`src/rtl/edge_map_writer_pkg.sv`:
```
// Shared definitions for the edge-map sink path: FSM encoding, default image
// geometry and the packing word size used by detector, writer and readback.
package edge_map_writer_pkg;

   typedef enum logic [1:0] {
      ST_IDLE  = 2'd0,
      ST_RUN   = 2'd1,
      ST_FLUSH = 2'd2,
      ST_DONE  = 2'd3
   } state_e;

   localparam int IMG_W_DEF     = 256;
   localparam int IMG_H_DEF     = 256;
   localparam int BITS_PER_WORD = 8;
   localparam int BIT_CNT_W     = $clog2(BITS_PER_WORD);

endpackage

```
`src/rtl/edge_map_writer_edge_bit_packer.sv`:
```
// LSB-first bit packer: each accepted bit lands at position bit_cnt. word_o
// already contains the bit being shifted this cycle, so the parent can latch
// the completed byte on the same edge that accepts its 8th bit.
module edge_bit_packer
   import edge_map_writer_pkg::*;
(
   input  logic                     clk,
   input  logic                     reset,
   input  logic                     clear_i,
   input  logic                     shift_i,
   input  logic                     bit_i,
   output logic [BITS_PER_WORD-1:0] word_o,
   output logic                     word_full_o,
   output logic                     flush_o
);

   logic [BITS_PER_WORD-1:0] sr_q, sr_d;
   logic [BIT_CNT_W-1:0]     cnt_q, cnt_d;

   // Merge the incoming bit and compute the next shift/count state.
   always_comb begin
      word_o = sr_q;
      if (shift_i) word_o[cnt_q] = bit_i;
      word_full_o = shift_i && (cnt_q == BIT_CNT_W'(BITS_PER_WORD - 1));
      flush_o     = (cnt_q != '0);
      sr_d  = sr_q;
      cnt_d = cnt_q;
      if (clear_i) begin
         sr_d  = '0;
         cnt_d = '0;
      end else if (shift_i) begin
         // A completed byte is handed off, so the register restarts empty and
         // a trailing partial byte is naturally zero-padded.
         if (word_full_o) begin
            sr_d  = '0;
            cnt_d = '0;
         end else begin
            sr_d  = word_o;
            cnt_d = cnt_q + BIT_CNT_W'(1);
         end
      end
   end

   // Shift register and bit counter.
   always_ff @(posedge clk or negedge reset) begin
      if (!reset) begin
         sr_q  <= '0;
         cnt_q <= '0;
      end else begin
         sr_q  <= sr_d;
         cnt_q <= cnt_d;
      end
   end

endmodule

```
`src/rtl/edge_map_writer.sv`:
```
// Edge-map writer: packs the 1-bit detector stream into bytes and writes them
// sequentially into the result RAM, then flags ready_out for the host.
// Optional: define EDGE_MAP_EDGE_COUNT_EN to add the edge_count output.
//
// state | meaning
// IDLE  | after reset, waiting for start
// RUN   | accepting pixels, writing each full byte
// FLUSH | writing the trailing partial byte
// DONE  | frame stored, ready_out high until next start
module edge_map_writer
   import edge_map_writer_pkg::*;
#(
   parameter int IMG_W  = IMG_W_DEF,
   parameter int IMG_H  = IMG_H_DEF,
   parameter int ADDR_W = 13
) (
   input  logic                     clk,
   input  logic                     reset,
   input  logic                     start,
   input  logic                     pix_valid,
   input  logic                     pix_in,
   output logic                     pix_ready,
   output logic                     mem_we,
   output logic [ADDR_W-1:0]        mem_addr,
   output logic [BITS_PER_WORD-1:0] mem_wdata,
   output logic                     busy,
`ifdef EDGE_MAP_EDGE_COUNT_EN
   output logic [ADDR_W+2:0]        edge_count,
`endif
   output logic                     ready_out
);

   localparam int PIX_W = ADDR_W + 3;
   localparam logic [PIX_W-1:0] LAST_PIX = PIX_W'(IMG_W * IMG_H - 1);

   state_e                   state_q, state_d;
   logic [PIX_W-1:0]         pix_cnt_q, pix_cnt_d;
   logic [ADDR_W-1:0]        addr_q, addr_d;
   logic                     we_q, we_d;
   logic [BITS_PER_WORD-1:0] wdata_q, wdata_d;
   logic                     accept, arm, last_pix;
   logic [BITS_PER_WORD-1:0] pk_word;
   logic                     pk_full, pk_flush;

   assign accept   = pix_valid && pix_ready;
   assign arm      = start && ((state_q == ST_IDLE) || (state_q == ST_DONE));
   assign last_pix = accept && (pix_cnt_q == LAST_PIX);

   edge_bit_packer u_packer (
      .clk         (clk),
      .reset       (reset),
      .clear_i     (arm),
      .shift_i     (accept),
      .bit_i       (pix_in),
      .word_o      (pk_word),
      .word_full_o (pk_full),
      .flush_o     (pk_flush)
   );

   // State register.
   always_ff @(posedge clk or negedge reset) begin
      if (!reset) state_q <= ST_IDLE;
      else        state_q <= state_d;
   end

   // Next-state logic.
   always_comb begin
      state_d = state_q;
      case (state_q)
         ST_IDLE:  if (start) state_d = ST_RUN;
         ST_RUN:   if (last_pix) state_d = pk_full ? ST_DONE : ST_FLUSH;
         ST_FLUSH: state_d = ST_DONE;
         ST_DONE:  if (start) state_d = ST_RUN;
         default:  state_d = ST_IDLE;
      endcase
   end

   // State-decoded outputs.
   always_comb begin
      pix_ready = (state_q == ST_RUN);
      busy      = (state_q == ST_RUN) || (state_q == ST_FLUSH);
      ready_out = (state_q == ST_DONE);
   end

   // Pixel counter, word address and registered write port.
   always_comb begin
      pix_cnt_d = pix_cnt_q;
      addr_d    = addr_q;
      we_d      = 1'b0;
      wdata_d   = wdata_q;
      if (arm)         pix_cnt_d = '0;
      else if (accept) pix_cnt_d = pix_cnt_q + PIX_W'(1);
      // Clearing on arm wins over the post-write increment so a start that
      // coincides with the final write still begins the next frame at 0.
      if (arm)       addr_d = '0;
      else if (we_q) addr_d = addr_q + ADDR_W'(1);
      if (pk_full) begin
         we_d    = 1'b1;
         wdata_d = pk_word;
      end else if ((state_q == ST_FLUSH) && pk_flush) begin
         we_d    = 1'b1;
         wdata_d = pk_word;
      end
   end

   // Datapath registers.
   always_ff @(posedge clk or negedge reset) begin
      if (!reset) begin
         pix_cnt_q <= '0;
         addr_q    <= '0;
         we_q      <= 1'b0;
         wdata_q   <= '0;
      end else begin
         pix_cnt_q <= pix_cnt_d;
         addr_q    <= addr_d;
         we_q      <= we_d;
         wdata_q   <= wdata_d;
      end
   end

   assign mem_we    = we_q;
   assign mem_addr  = addr_q;
   assign mem_wdata = wdata_q;

`ifdef EDGE_MAP_EDGE_COUNT_EN
   logic [ADDR_W+2:0] ec_q, ec_d;

   // Count accepted edge pixels; no accepts occur in DONE, so it freezes there.
   always_comb begin
      ec_d = ec_q;
      if (arm)                   ec_d = '0;
      else if (accept && pix_in) ec_d = ec_q + (ADDR_W+3)'(1);
   end

   // Edge counter register.
   always_ff @(posedge clk or negedge reset) begin
      if (!reset) ec_q <= '0;
      else        ec_q <= ec_d;
   end

   assign edge_count = ec_q;
`endif

endmodule

```
`config.mk`:
```
export PLATFORM = sky130hd
export DESIGN_NAME = edge_map_writer
export DESIGN_NICKNAME = d
export VERILOG_FILES = /design/src/rtl/edge_map_writer_pkg.sv /design/src/rtl/edge_map_writer_edge_bit_packer.sv /design/src/rtl/edge_map_writer.sv
export SDC_FILE = /design/constraint.sdc
export NUM_CORES = 1
export LEC_CHECK = 0
export CAP_MARGIN = 30
export CORE_MARGIN = 8
export CORE_UTILIZATION = 52
export CTS_BUF_LIST = sky130_fd_sc_hd__clkbuf_4
export CTS_CLUSTER_DIAMETER = 150
export CTS_CLUSTER_SIZE = 24
export DETAILED_ROUTE_END_ITERATION = 6
export GPL_ROUTABILITY_DRIVEN = 0
export GPL_TIMING_DRIVEN = 0
export PLACE_DENSITY_LB_ADDON = 0.15
export SYNTH_ARGS = -nofsm -noshare
export SYNTH_HDL_FRONTEND = slang
export SYNTH_SLANG_ARGS = --single-unit
```
`constraint.sdc`:
```
create_clock -name clk -period 1.9 [get_ports clk]
set_input_delay 0.38 -clock clk [delete_from_list [all_inputs] [get_ports clk]]
set_output_delay 0.38 -clock clk [all_outputs]
set_load 0.02 [all_outputs]
```
======== Yosys cells after proc, flatten, opt, wreduce, memory -nomap -nowiden ========
Index checks and enable logic that the tools add are counted.
storage, ports and cells
  flip-flop bits (word level) ............. 51
  bits in latches ......................... 0
  memory bits (writable) .................. 0
  bits in read-only memories .............. 0
  bits of input ports ..................... 5
  output and inout bits ................... 25
  word-level logic and storage cells ...... 56
  memories ................................ 0
operators by class
  add/sub/neg operators ................... 3
  multipliers ............................. 0
  divide/modulo/power cells ............... 0
  order comparisons ....................... 2
  equality and inequality tests ........... 7
  shift operators ......................... 0
  mux-type cells .......................... 22
  bitwise logic cells ..................... 0
  reduce and logical (&&, ||, !) cells .... 15
operators with widths
  kind                                                 count
  two-way mux 8 bit                                    6
  two-way mux 16 bit                                   2
  two-way mux 13 bit                                   2
  adder 16 x 1 -> 16 bit, second input constant        1
  equality test 16 bit, second input constant          1
  adder 13 x 1 -> 13 bit, second input constant        1
  two-way mux 3 bit                                    3
  bitwise mux 8 bit                                    1
  logical AND 1 bit                                    6
  case mux 2 bit (3 select lines)                      1
  nonzero test 2 bit                                   3
  equality test 2 bit, second input constant           2
  < comparator 3 x 4 -> 1 bit, second input constant   1
  two-way mux 1 bit                                    4
  two-way mux 2 bit                                    2
  != test 2 x 1 -> 1 bit, second input constant        2
  adder 3 x 1 -> 3 bit, second input constant          1
  demux 1 bit (select 3 bit)                           1
  equality test 3 bit, second input constant           1
  >= comparator 3 x 1 -> 1 bit, second input constant  1
  nonzero test 3 bit                                   1
  equality test 2 x 1 -> 1 bit, second input constant  1
  zero test 2 bit                                      1
  logical OR 1 bit                                     2
  other kinds (2)                                      2

======== Depth between registers and ports, before layout ========
  depth in word-level cells ............... 9
  mapped depth ............................ 8
  depth with buffers taken out ............ 6

======== Modules after synthesis ========
A second synthesis with hierarchy kept.
second synthesis, totals
  cell total of the unflattened synthesis .. 256
  area total of the unflattened synthesis .. 2,583.7 um^2
modules (own cells, without submodules)
  module           times used  cells each  area an instance (um^2)  seq. area each (um^2)
  edge_map_writer  1           189         1,919.3                  1,001.0
  edge_bit_packer  1           67          664.4                    275.3

======== Worst setup path before layout ========
Ideal clock, no wire load.
  kind .................................... register to register
  start point ............................. reg state_q[1]
  end point ............................... reg pix_cnt_q[14]
  library setup time ...................... 78 ps
  data arrival time ....................... 1,891 ps
  required time ........................... 1,822 ps
  setup slack ............................. -69 ps
  cell stages (with the launch flop) ...... 7
  buffers on the path ..................... 1
  period minus slack after synthesis ...... 1,969 ps
  path through ............................ dfrtp_1 inv_1 ha_1 clkbuf_1 nand4_1 or3_2 a21oi_1
between the ends
  elaborated cells between the ends (all ways) .. 8
  classes of those cells .................. 2 x eq/ne; 1 x mux; 5 x reduce/logical
RTL lines
  item                                 line                    source
  start, declared                      edge_map_writer.sv:36   state_e state_q, state_d;
  start signal, assigned               edge_map_writer.sv:63   else state_q <= state_d;
  equality test 2 x 1 -> 1 bit         edge_map_writer.sv:80   pix_ready = (state_q == ST_RUN);
  via pix_ready                        edge_map_writer.sv:22   output logic pix_ready,
  logical AND 1 bit                    edge_map_writer.sv:45   assign accept = pix_valid && pix_ready;
  nonzero test 2 bit (no source line)  --
  end signal, assigned                 edge_map_writer.sv:114  pix_cnt_q <= pix_cnt_d;
  end, declared                        edge_map_writer.sv:37   logic [PIX_W-1:0] pix_cnt_q, pix_cnt_d;
The timed path passes the listed nets, and every way through them passes these cells.
A chain may end at the register's enable or synchronous reset.

======== Worst setup path in the final report ========
  start point ............................. reg state_q[1]
  end point ............................... out busy
between the ends
  longest elaborated chain between the ends .. 2
  elaborated cells between the ends (all ways) .. 3
  classes of those cells .................. 2 x eq/ne; 1 x reduce/logical
ends and longest elaborated chain
  item                                                                        line                   source
  equality test 2 x 1 -> 1 bit / equality test 2 bit (equally long branches)  edge_map_writer.sv:81  busy = (state_q == ST_RUN) || (state_q == ST_FLUSH);
  logical OR 1 bit *                                                          edge_map_writer.sv:81
  end, declared                                                               edge_map_writer.sv:26  output logic busy,
Every way passes the cells marked *; elsewhere a longest branch is shown, timed or not.

==> implementation parameters <==
Parameter                              Value

Floorplan
  Area of the core    5010 µm²
  Row Count    26
  Die X    87.4 µm
  Vertical die dimension    87.4 µm
  Total die area    7640 µm²
  Initial Util    52.9%
  IO Pins    30

STA
  Final worst path period share    97.7%
  Fin. max-slew vios    0
  Final number of setup-violating endpoints    0
  Worst-case headroom to the max-slew limit    75.1%
  Hold slack final    0.414 ns
  Transition time of the tightest slew-check pin    0.368 ns
  Final min period    1.86 ns
  Unrepaired setup endpoints after global routing    true
  Number of endpoints with negative hold slack in the final report    0
  Post-Route Skew    0.00986 ns
  FMAX    539 MHz
  Post-Route Setup TNS    0 ns

Drt
  Initial DRC Count    139
  Vias    2226
  Average wire per standard cell    15.9 µm
  Routed wire length    6.24 mm
  Antenna-violating nets left    0
  Via density    5.66
  Number of remaining DRC errors    0
  Number of detailed-route iterations in the first pass    4

Worst setup path
  Required time reported for the critical path endpoint    1.52 ns
  Worst endpoint data arrival time    1.48 ns
  Crit Path Max Fanout    5
  Category of the critical setup timing path    register to primary output
  Critical-path cell with the highest stage delay    dfrtp_2
  Kind of end point of the critical path    primary output
  Critical Path Max Stage Delay    0.47 ns
  Type of element launching the critical path    register
  CP top delay family    flip-flops
  Critical Path, Cell by Cell    buf_12 > ha_4 > inv_1 > buf_2
  Buffers plus inverters on the worst setup path    3

Global route
  Overall routing resource usage    16.2%
  Initial antenna violation count    0
  Largest net degree at the start of global routing    40
  Total global routing overflow    0
  Global-route wire length before repair    9.94 mm
  Via count of the first global-routing pass    2102

Clocking
  CTS max path bufs    2
  Number of clock sinks    51
  Total CTS buffers    5
  Clock tree from TritonCTS    done
  Reg clk slew, reported paths    0.15 ns
  Clk Latency, worst-skew pair    0.37 ns
  Root buffer cell    clkbuf_4
  H-tree depth    2

Finish
  # diodes    0
  Area used by sequential logic in the layout    1280 µm²
  Multi-input combinational cell area    1420 µm²
  Number of fill cells in the layout    413
  Post-route core utilization    66.7%
  Proportion of layout cells with a drive suffix above 1    18.9%
  Number of nets in the final layout    336
  Area added between synthesis and finish    26.0%

Outcome
  Outcome    finished clean

Synth
  Most area-consuming cells after synthesis    dfrtp_1, xnor2_1, nor2_1
  Count of distinct cell types in the synthesized netlist    38
  Async set-or-reset flop fraction in the synthesized netlist    100%
  Number of synthesized register bits    51
  Number of enable flip-flop cells after synthesis    0
  Fraction of post-synthesis cell area in the top cell type by area    48.2%
  Top_reg_cell synth    dfrtp_1
  Mapped Cells    278
  Post-Syn Area per Cell    9.53 µm²
  Number of warning messages in the yosys log    0
  Fraction of the yosys area taken by sequential cells    48.2%
  Cell area after technology mapping    2650 µm²
  Synthesized Nets    291
  Top cell type by total area after synthesis    dfrtp_1

Flow run
  Max-cap check violation count    0

Placed design
  Final HPWL DP    4.21 mm
  Count of input and output buffers    28

Min path
  Class of the tightest hold or removal check    primary input to async pin

Pwr
  Reported leakage power    1.44 nW
  IR Drop Worst-Case VDD    0.498 mV
  Power per cell area    763 nW/µm²
==> area by class of cell <==
class	instances	area share (%)
flip-flops and latches	51	38.3
inverters	10	1.12
clock buffers	5	1.12
well taps	70	2.62
plain buffers	12	1.99
clock inverters	2	1.12
repair buffers	38	11.3
multi-input cells	205	42.5
==> worst register-to-register path: stages, from the launching register on <==
cell,delay (ns)
dfrtp_1,0.42
buf_4,0.15
ha_4,0.17
buf_6,0.15
and4_1,0.23
nand4_1,0.19
a311o_1,0.42
==> cells by family after synthesis <==
family / synth area share [%]
flops: 48.2
fa+ha+maj: 3.78
xor+xnor: 7.27
mux: 3.78
compound gates: 11.1
buf+inv: 3.12
simple gates: 22.8
==> synthesized netlist by cell type (7+ instances only) <==
cell type / count
dfrtp_1: 51
nor2_1: 31
ha_1: 8
nand2_1: 27
nand4_1: 10
o21ai_0: 19
and3_1: 9
a31o_2: 9
mux2i_1: 10
inv_1: 10
xnor2_1: 15
xor2_1: 7
nor3_1: 10
nand3_1: 8
a21oi_1: 8
clkbuf_1: 11
==> sequential cells by signal, summed over array words and instances, names as in the netlist <==
signal / count
state_q: 2
u_packer.cnt_q: 3
mem_we: 1
mem_addr: 13
mem_wdata: 8
pix_cnt_q: 16
u_packer.sr_q: 8
==> repair_timing <==
action	CTS	global route
buffers inserted	2	6
endpoints found under the hold margin	12	0
pin swaps	2	0
setup endpoints to repair	46	45
gates resized for setup	28	26
hold buffers	1	0
==> placed cells by master (no fill, tap or decap), types with 3 or more instances in the layout <==
master / netlist / final
and3_1: 9 / 9
dfrtp_1: 51 / 49
nand2b_1: 3 / 3
clkdlybuf4s50_1: 0 / 19
inv_1: 10 / 9
mux2i_1: 10 / 10
nand2_1: 27 / 26
nor3_1: 10 / 6
nor2_2: 0 / 4
nor2_1: 31 / 27
dlygate4sd2_1: 0 / 3
buf_4: 0 / 7
nand4_1: 10 / 10
ha_1: 8 / 6
buf_2: 0 / 3
a21oi_1: 8 / 8
clkbuf_2: 0 / 7
dlymetal6s2s_1: 0 / 3
nor4_1: 6 / 3
o21ai_0: 19 / 19
xnor2_1: 15 / 15
or3_1: 3 / 3
nand3_1: 8 / 6
a31o_2: 9 / 9
nor3_2: 0 / 3
xor2_1: 7 / 7
clkbuf_4: 0 / 6
==> per-layer routing <==
layer | vias to the layer above | routed length (µm) | GRT usage (%)
met2 | 46 | 3160 | 27.7
met4 | 0 | 41 | 4.69
met1 | 1102 | 2820 | 20.0
met3 | 4 | 221 | 3.30
li1 | 1074 | - | -
met5 | - | 0 | 0
==> report_power, final <==
group / leakage (nW) / internal (mW) / switching, mW
Combinational: 0.699 / 0.276 / 0.454
Sequential: 0.700 / 1.13 / 0.0621
Clock: 0.0373 / 0.270 / 0.355
==> path summary, 6_finish.rpt <==
| kind | startpoint | end | slack, ns | depth (start not counted) |
|---|---|---|---|---|
| setup / recovery | state_q[1]$_DFFE_PN0P_ | busy | 0.04 | 4 |
| max in group asynchronous | reset | pix_cnt_q[5]$_DFFE_PN0P_ | 0.96 | 3 |
| hold reg to reg | mem_wdata[7]$_DFFE_PN0P_ | mem_wdata[7]$_DFFE_PN0P_ | 0.51 | 2 |
| min in group clk | mem_wdata[7]$_DFFE_PN0P_ | mem_wdata[7]$_DFFE_PN0P_ | 0.51 | 2 |
| hold / removal | reset | state_q[0]$_DFFE_PN0P_ | 0.41 | 2 |
| setup reg to reg | state_q[0]$_DFFE_PN0P_ | state_q[1]$_DFFE_PN0P_ | 0.07 | 6 |
==> through the flow <==
stage | std cells | setup slack [ns] | instance area [µm²] | power [mW]
after global placement | 376 | -1.10 | 3020 | 1.77
after CTS | 387 | -0.139 | 3210 | 2.45
final | 393 | 0.0440 | 3340 | 2.55
after detailed placement | 377 | -0.569 | 3040 | 1.79
after floorplan | 278 | 0.0154 | 2650 | 1.57
after global routing | 393 | -0.0262 | 3340 | 2.67
Note: power is estimated with default switching activity, not from simulation.
